===== src/rtl/vmu_accumulator.sv =====
// Purpose : sums `len` signed Q4.14 products from the VMU multiplier into one saturated inner product.
// Latency : last product taken at edge t -> out_valid high after edge t+1; len==0 -> out_valid after the start edge.
// Backpress: result held in DONE until out_valid&out_ready; in_valid beats outside ACC are dropped, start ignored while busy.
//
// Ports:
//   clk, rst          clock (rising edge), asynchronous active-low reset
//   start, len        begin an operation of `len` beats (len sampled with start)
//   in_valid, in_data one signed DATA_W product per valid cycle
//   busy              high from accepted start until result accepted
//   out_valid/out_ready/out_data/out_sat  result handshake, saturated sum, clip flag
module vmu_accumulator #(
  parameter int DATA_W = 19,
  parameter int LEN_W  = 8,
  parameter int ACC_W  = 27
) (
  input  logic              clk,
  input  logic              rst,
  input  logic              start,
  input  logic [LEN_W-1:0]  len,
  input  logic              in_valid,
  input  logic [DATA_W-1:0] in_data,
  output logic              busy,
  output logic              out_valid,
  input  logic              out_ready,
  output logic [DATA_W-1:0] out_data,
  output logic              out_sat
);

  typedef enum logic [1:0] {
    S_IDLE = 2'd0,
    S_ACC  = 2'd1,
    S_DONE = 2'd2
  } state_t;

  state_t state_q, state_d;

  logic [ACC_W-1:0]  acc_q, acc_d;
  logic [LEN_W-1:0]  cnt_q, cnt_d;
  logic [LEN_W-1:0]  len_q, len_d;
  logic              last_q, last_d;   // final beat has been summed; clip happens next cycle
  logic [DATA_W-1:0] res_q, res_d;
  logic              sat_q, sat_d;

  // ---------------------------------------------------------------------------
  // Shared combinational terms
  // ---------------------------------------------------------------------------
  logic [ACC_W-1:0]    in_ext;
  logic [LEN_W:0]      cnt_inc;
  logic                beat_take;
  logic                beat_last;
  logic                handshake;
  logic                start_ok;
  logic                len_zero;
  logic [ACC_W-DATA_W:0] acc_hi;
  logic                fits;
  logic [DATA_W-1:0]   clip_val;

  assign in_ext = {{(ACC_W-DATA_W){in_data[DATA_W-1]}}, in_data};

  // One extra bit so a count of 2^LEN_W-1 compares cleanly and never wraps.
  assign cnt_inc = {1'b0, cnt_q} + {{LEN_W{1'b0}}, 1'b1};

  // Once the last beat is in, further in_valid beats are ignored while the
  // result is clipped and registered.
  assign beat_take = (state_q == S_ACC) && !last_q && in_valid;
  assign beat_last = beat_take && (cnt_inc == {1'b0, len_q});

  assign handshake = (state_q == S_DONE) && out_ready;

  // A new operation may start from IDLE or in the same cycle the held result
  // is accepted, so back-to-back operations have no idle bubble.
  assign start_ok = start && ((state_q == S_IDLE) || handshake);
  assign len_zero = (len == '0);

  // The sum fits in DATA_W iff every bit from the DATA_W sign bit upward
  // agrees; otherwise the accumulator sign picks the rail.
  assign acc_hi   = acc_q[ACC_W-1:DATA_W-1];
  assign fits     = (&acc_hi) || !(|acc_hi);
  assign clip_val = acc_q[ACC_W-1] ? {1'b1, {(DATA_W-1){1'b0}}}
                                   : {1'b0, {(DATA_W-1){1'b1}}};

  // ---------------------------------------------------------------------------
  // State register
  // ---------------------------------------------------------------------------
  always_ff @(posedge clk or negedge rst) begin
    if (!rst) begin
      state_q <= S_IDLE;
    end else begin
      state_q <= state_d;
    end
  end

  // ---------------------------------------------------------------------------
  // Next-state logic
  // ---------------------------------------------------------------------------
  always_comb begin
    state_d = state_q;
    case (state_q)
      S_IDLE: begin
        if (start_ok) begin
          state_d = len_zero ? S_DONE : S_ACC;
        end
      end
      S_ACC: begin
        if (last_q) begin
          state_d = S_DONE;
        end
      end
      S_DONE: begin
        if (handshake) begin
          if (start_ok) begin
            state_d = len_zero ? S_DONE : S_ACC;
          end else begin
            state_d = S_IDLE;
          end
        end
      end
      default: state_d = S_IDLE;
    endcase
  end

  // ---------------------------------------------------------------------------
  // Datapath registers
  // ---------------------------------------------------------------------------
  always_ff @(posedge clk or negedge rst) begin
    if (!rst) begin
      acc_q  <= '0;
      cnt_q  <= '0;
      len_q  <= '0;
      last_q <= 1'b0;
      res_q  <= '0;
      sat_q  <= 1'b0;
    end else begin
      acc_q  <= acc_d;
      cnt_q  <= cnt_d;
      len_q  <= len_d;
      last_q <= last_d;
      res_q  <= res_d;
      sat_q  <= sat_d;
    end
  end

  always_comb begin
    acc_d  = acc_q;
    cnt_d  = cnt_q;
    len_d  = len_q;
    last_d = last_q;
    res_d  = res_q;
    sat_d  = sat_q;

    if (start_ok) begin
      len_d  = len;
      acc_d  = '0;
      cnt_d  = '0;
      last_d = 1'b0;
      if (len_zero) begin
        // Empty vector: the result is an exact zero, available next cycle.
        res_d = '0;
        sat_d = 1'b0;
      end
    end else if (beat_take) begin
      acc_d  = acc_q + in_ext;
      cnt_d  = cnt_inc[LEN_W-1:0];
      last_d = beat_last;
    end else if ((state_q == S_ACC) && last_q) begin
      // Clip only the completed sum; the wide accumulator never wraps.
      last_d = 1'b0;
      if (fits) begin
        res_d = acc_q[DATA_W-1:0];
        sat_d = 1'b0;
      end else begin
        res_d = clip_val;
        sat_d = 1'b1;
      end
    end
  end

  // ---------------------------------------------------------------------------
  // Outputs
  // ---------------------------------------------------------------------------
  always_comb begin
    busy      = (state_q != S_IDLE);
    out_valid = (state_q == S_DONE);
    out_data  = res_q;
    out_sat   = sat_q;
  end

endmodule


===== config.mk =====
export PLATFORM = sky130hd
export DESIGN_NAME = vmu_accumulator
export DESIGN_NICKNAME = d
export VERILOG_FILES = /design/src/rtl/vmu_accumulator.sv
export SDC_FILE = /design/constraint.sdc
export NUM_CORES = 1
export LEC_CHECK = 0
export CAP_MARGIN = 10
export CORE_UTILIZATION = 55
export DETAILED_ROUTE_END_ITERATION = 10
export GPL_TIMING_DRIVEN = 1
export PLACE_DENSITY = 0.79
export SLEW_MARGIN = 0
export SYNTH_ARGS = -nofsm -noshare
export SYNTH_HDL_FRONTEND = slang
export SYNTH_SLANG_ARGS = --single-unit

===== constraint.sdc =====
create_clock -name clk -period 2.95 [get_ports clk]
set_input_delay 0.59 -clock clk [delete_from_list [all_inputs] [get_ports clk]]
set_output_delay 0.59 -clock clk [all_outputs]
set_load 0.05 [all_outputs]

## Yosys cells after proc, flatten, opt, wreduce, memory -nomap -nowiden

Cells that the tools add are included.

- Register bits: 66
- Logic and storage cells: 61
- Bits of input ports: 32
- Output and inout port bits: 22

- Equality and inequality tests: 8
- Reductions and logical operators: 20
- $add $sub $neg: 2
- Muxes and demuxes: 24

Operators with widths:

| cell | count |
|---|---|
| 19-bit 2-to-1 mux | 6 |
| 27-bit 2-to-1 mux | 2 |
| 27-bit adder | 1 |
| 8-bit 2-to-1 mux | 2 |
| 2-bit 2-to-1 mux | 5 |
| 8-bit by 1-bit adder with 9-bit output (second input constant) | 1 |
| 9-bit by 8-bit equality test with 1-bit output | 1 |
| 9-bit AND reduction | 1 |
| 9-bit OR reduction | 1 |
| 8-bit zero test | 1 |
| 1-bit 2-to-1 mux | 8 |
| 1-bit logical AND | 6 |
| 2-bit by 1-bit inequality test with 1-bit output (second input constant) | 3 |
| 2-bit case mux with 3 select lines | 1 |
| 3-bit AND reduction | 2 |
| 2-bit nonzero test | 3 |
| 2-bit inequality test (second input constant) | 2 |
| 3-bit nonzero test | 1 |
| 2-bit by 1-bit equality test with 1-bit output (second input constant) | 1 |
| 2-bit equality test (second input constant) | 1 |
| 1-bit zero test | 2 |
| 2-bit zero test | 1 |
| 1-bit logical OR | 2 |

## Logic depth before layout (Yosys ltp)

- Word-level depth: 7
- Depth in mapped cells: 9
- Gate-level depth less buffers: 9

## Worst setup path before layout

OpenSTA, ideal clock, no wires.

- Path kind: input-to-reg
- From: input in_data[0]
- To: register acc_q[26]
- Path slack: 326 ps
- Required time: 2867 ps
- Cell stages on the path: 9
- Data arrival time: 2541 ps
- Library setup time: 83 ps
- Buffers on the path: 0
- Path through: ha_1 -> fa_1 -> a211oi_1 -> o21ai_0 -> nand3_1 -> nand3_2 -> o31a_1 -> a311o_1 -> o21ai_0

- Cells in the longest elaborated chain, start to end: 3

Ends and longest elaborated chain:

| what | line | text |
|---|---|---|
| start, declared | 21 | `input logic [DATA_W-1:0] in_data,` |
| 27-bit adder | 162 | `acc_d = acc_q + in_ext;` |
| 27-bit 2-to-1 mux | 161 | `end else if (beat_take) begin` |
| 27-bit 2-to-1 mux | 151 | `if (start_ok) begin` |
| end signal, assigned | 127 | `acc_q <= '0;` |
| end signal, assigned | 134 | `acc_q <= acc_d;` |
| end, declared | 37 | `logic [ACC_W-1:0] acc_q, acc_d;` |

Every way passes these cells. The select of a mux whose other input is x is not followed.
A chain may end at the register's enable or synchronous reset.

## Final worst setup path

Same ends and word-level chain as after synthesis.

==> key figures <==
STA
  • Fin crit period: between 2000 and 3000 ps
  • Worst hold slack: 252.0 ps
  • Skew final: 11.62 ps
  • Max_slew headroom: 56.40%
  • Final worst slack: approximately 210 ps
  • Final hold vios: 0
  • Worst Tran Pin Value: approximately 650 ps
  • Final setup fails: 0
  • Unrepaired setup endpoints after global routing: false
  • Final Cycle Share: between 90% and 100%
  • Highest Clock Rate: between 300 and 400 MHz
  • Final Slew Violations: 0

Logic synthesis
  • Synth area leaders: dfrtp_1 37%, o21ai_0 7.9%, ha_1 7.6%
  • Area share of the largest cell type after synthesis: approximately 37%
  • Syn avg cell area: slightly above 8 µm²
  • Post-Synth XOR/XNOR Area: 5.345%
  • Synth async-reset ratio: between 90% and 100%
  • Synthesized cell area: between 4000 and 5000 µm²
  • Largest family of logic cells by synthesized area: compound AO/OA/AOI/OAI gates
  • Compound-Gate Fraction of Synth Area: roughly a quarter
  • Number of synthesized register bits: 66
  • Syn nets: between 500 and 600
  • Adder-Cell Fraction of Synth Area: 8.088%
  • Area leader, netlist: dfrtp_1
  • Yosys warnings: 0
  • Simple-gate share of the synthesized area: between 20% and 30%
  • Main synth FF type: dfrtp_1
  • Number of synthesized flops with an enable pin: 0
  • Seq/Total Area, Yosys: 37.33%
  • Synth unique cells: 52
  • Post-synthesis mux area share: less than 1%
  • Post-Syn Instances: between 500 and 600

Floorplan
  • Die Area: between 8000 and 9000 µm²
  • Initial Utilization: a little under three fifths
  • Area of the core: between 7000 and 8000 µm²
  • DIE HEIGHT: 91.69 µm
  • Io pins: 54
  • Row Count: 32
  • Die Wd: a little over 90 µm

Global route
  • Vias in the first global route: between 4,000 and 5,000
  • Antenna violations before repair: 0
  • Grt ovf: 0
  • GRT Overall Usage: 30.22%
  • First-pass GRT wire length: between 20,000 and 25,000 µm
  • Largest net degree at the start of global routing: 38

Detailed routing
  • ANT nets after route: 0
  • First drt pass iteration count: 5
  • Drc violations: 0
  • Metal3 WL: between 600 and 700 µm
  • Detailed Route WL: 11,960 µm
  • Via/cell ratio: 6.034
  • Top routing layer in use: met4
  • M1 wire length: about 5500 µm
  • Initial drt markers: 246
  • WL/cell: approximately 16 µm
  • Met2 wire len: between 5000 and 6000 µm
  • Detailed-route via count: approximately 4,400

Power
  • Final Power: ~6500 µW
  • Largest vdd supply drop: 0.5417 mV
  • Power Density: ~1200 nW/µm²
  • Cell leakage power: about 0.0025 µW

Cells and area
  • Fin nets: slightly below 700
  • Syn-to-layout area delta: 26.02%
  • Final Util: between 70% and 80%
  • Share of cells above drive strength 1: about 13%
  • Commonest non-fill, non-tap cells in the layout: 70 x nand2_1, 69 x o21ai_0, 66 x dfrtp_1, 52 x clkdlybuf4s50_1, 51 x buf_4
  • Ant. Diodes: 0
  • Most common cell after layout, fill and taps aside: nand2_1

Placed design
  • GPL Wtd Cong: approximately 0.94
  • Pre-CTS setup slack: -306.9 ps
  • Number of port buffers: between 50 and 60
  • Post-detail-place hpwl: ~8800 µm

Worst setup path
  • Worst path depth: 10
  • CP startpoint: in_data[0]
  • Crit path cell chain: clkdlybuf4s50_1 -> ha_1 -> fa_1 -> a211oi_2 -> o21ai_1 -> nand3_1 -> nand3_2 -> o31a_1 -> a311o_1 -> o21ai_0
  • CP max-delay cell: fa_1
  • CP top delay family: compound AO/OA/AOI/OAI gates
  • RR Startpoint: acc_q[0]$_DFFE_PN0P_
  • Critical Path RT: between 3000 and 4000 ps
  • Startpoint types: primary input
  • CP Max Fanout: 3
  • Reg2reg path depth: 9
  • R2r setup slk: 440 ps
  • WP data arrival: approximately 3000 ps
  • Biggest cell delay along the critical path: about 420 ps
  • CP Buf/Inv Count: 1
  • Critical path class: primary input to register
  • Crit end category: register

Clock network
  • CTS root buf: clkbuf_8
  • CTS Buf Count: 9
  • CTS tree: yes
  • Clock latency on the worst-skew pair: ~360 ps
  • Reg clk slew, reported paths: about 80 ps
  • Sink Count: 66
  • Longest Clk Path Bufs: 2
  • H-tree levels: 3
  • # Post-CTS Setup Buffers: 0

Outcome
  • Outcome: completed

Job
  • Max cap viols: 0

Worst hold path
  • Worst min-delay path category: primary input to async pin
[through the flow]
stage               area (µm²)  setup TNS, ps  std cells
floorplan                 4424              0        532
global placement          5345          -1238        709
detailed placement        5345          -1818        709
CTS                       5564              0        725
global route              5575              0        725
finish                    5575              0        725
[registers in the layout, summed over array words and instances (netlist names)]
name and count:
acc_q 27, cnt_q 8, last_q 1, len_q 8
out_data 19, out_sat 1, state_q 2
[layout make-up]
cell class                 instances  area (µm²)
timing repair buffer             104       908.4
clock inverter                     5       77.57
multi-input combinational        426        2628
clock buffer                      11       141.4
inverter                          11       41.29
tap                              102       127.6
sequential                        66        1652
fill                             618        2192
[power by group]
part           internal, µW  switching (µW)  leakage (µW)
Clock                   497             370      0.000109
Sequential             1310             353      0.000817
Combinational          1650            2310       0.00159
Total                  3460            3030       0.00252
[cells by family (layout without fill, tap and decap cells)]
group / after synthesis / count (layout)
XOR/XNOR: 27 / 27
flip-flops: 66 / 66
AND/OR/NAND/NOR: 192 / 192
AO/OA/AOI/OAI: 177 / 177
multiplexers: 2 / 2
buffers and inverters: 40 / 131
adder cells (fa/ha/maj): 28 / 28
[timing repair]
item | CTS | global route
resized for setup | 0 | 3
endpoints found under the setup margin | 0 | 6
hold endpoints to repair | 0 | 0
hold buffers | 0 | 0
[worst paths after layout]
| path | to |
|---|---|
| max | acc_q[26]$_DFFE_PN0P_ |
| min in group clk | out_data[7]$_DFFE_PN0P_ |
| max in group asynchronous | acc_q[14]$_DFFE_PN0P_ |
| min reg2reg | out_data[7]$_DFFE_PN0P_ |
| max reg2reg | acc_q[26]$_DFFE_PN0P_ |
| min | len_q[5]$_DFFE_PN0N_ |
[Yosys cell counts (3+ instances only)]
cell,count
buf_1,3
and3_1,6
nor3_1,9
a21oi_1,47
a21boi_0,3
nand2b_1,7
a31oi_1,3
a311oi_1,3
a211oi_1,5
nor4_1,4
o21ai_0,70
nand2_1,70
o211ai_1,5
dfrtp_1,66
and2_1,7
a21o_1,6
xnor2_1,16
inv_1,11
xor2_1,11
clkbuf_1,22
nor2_1,22
o31ai_1,9
nand3_1,44
nand4_1,9
ha_1,27
o2111ai_1,4
o21a_1,4
o21bai_1,6
[per-layer routing]
layer	track usage, %	vias up
met5	0	-
li1	-	2111
met1	40.97	2103
met4	11.20	0
met3	3.566	14
met2	49.87	147
Power figures use the tool's default switching activity.
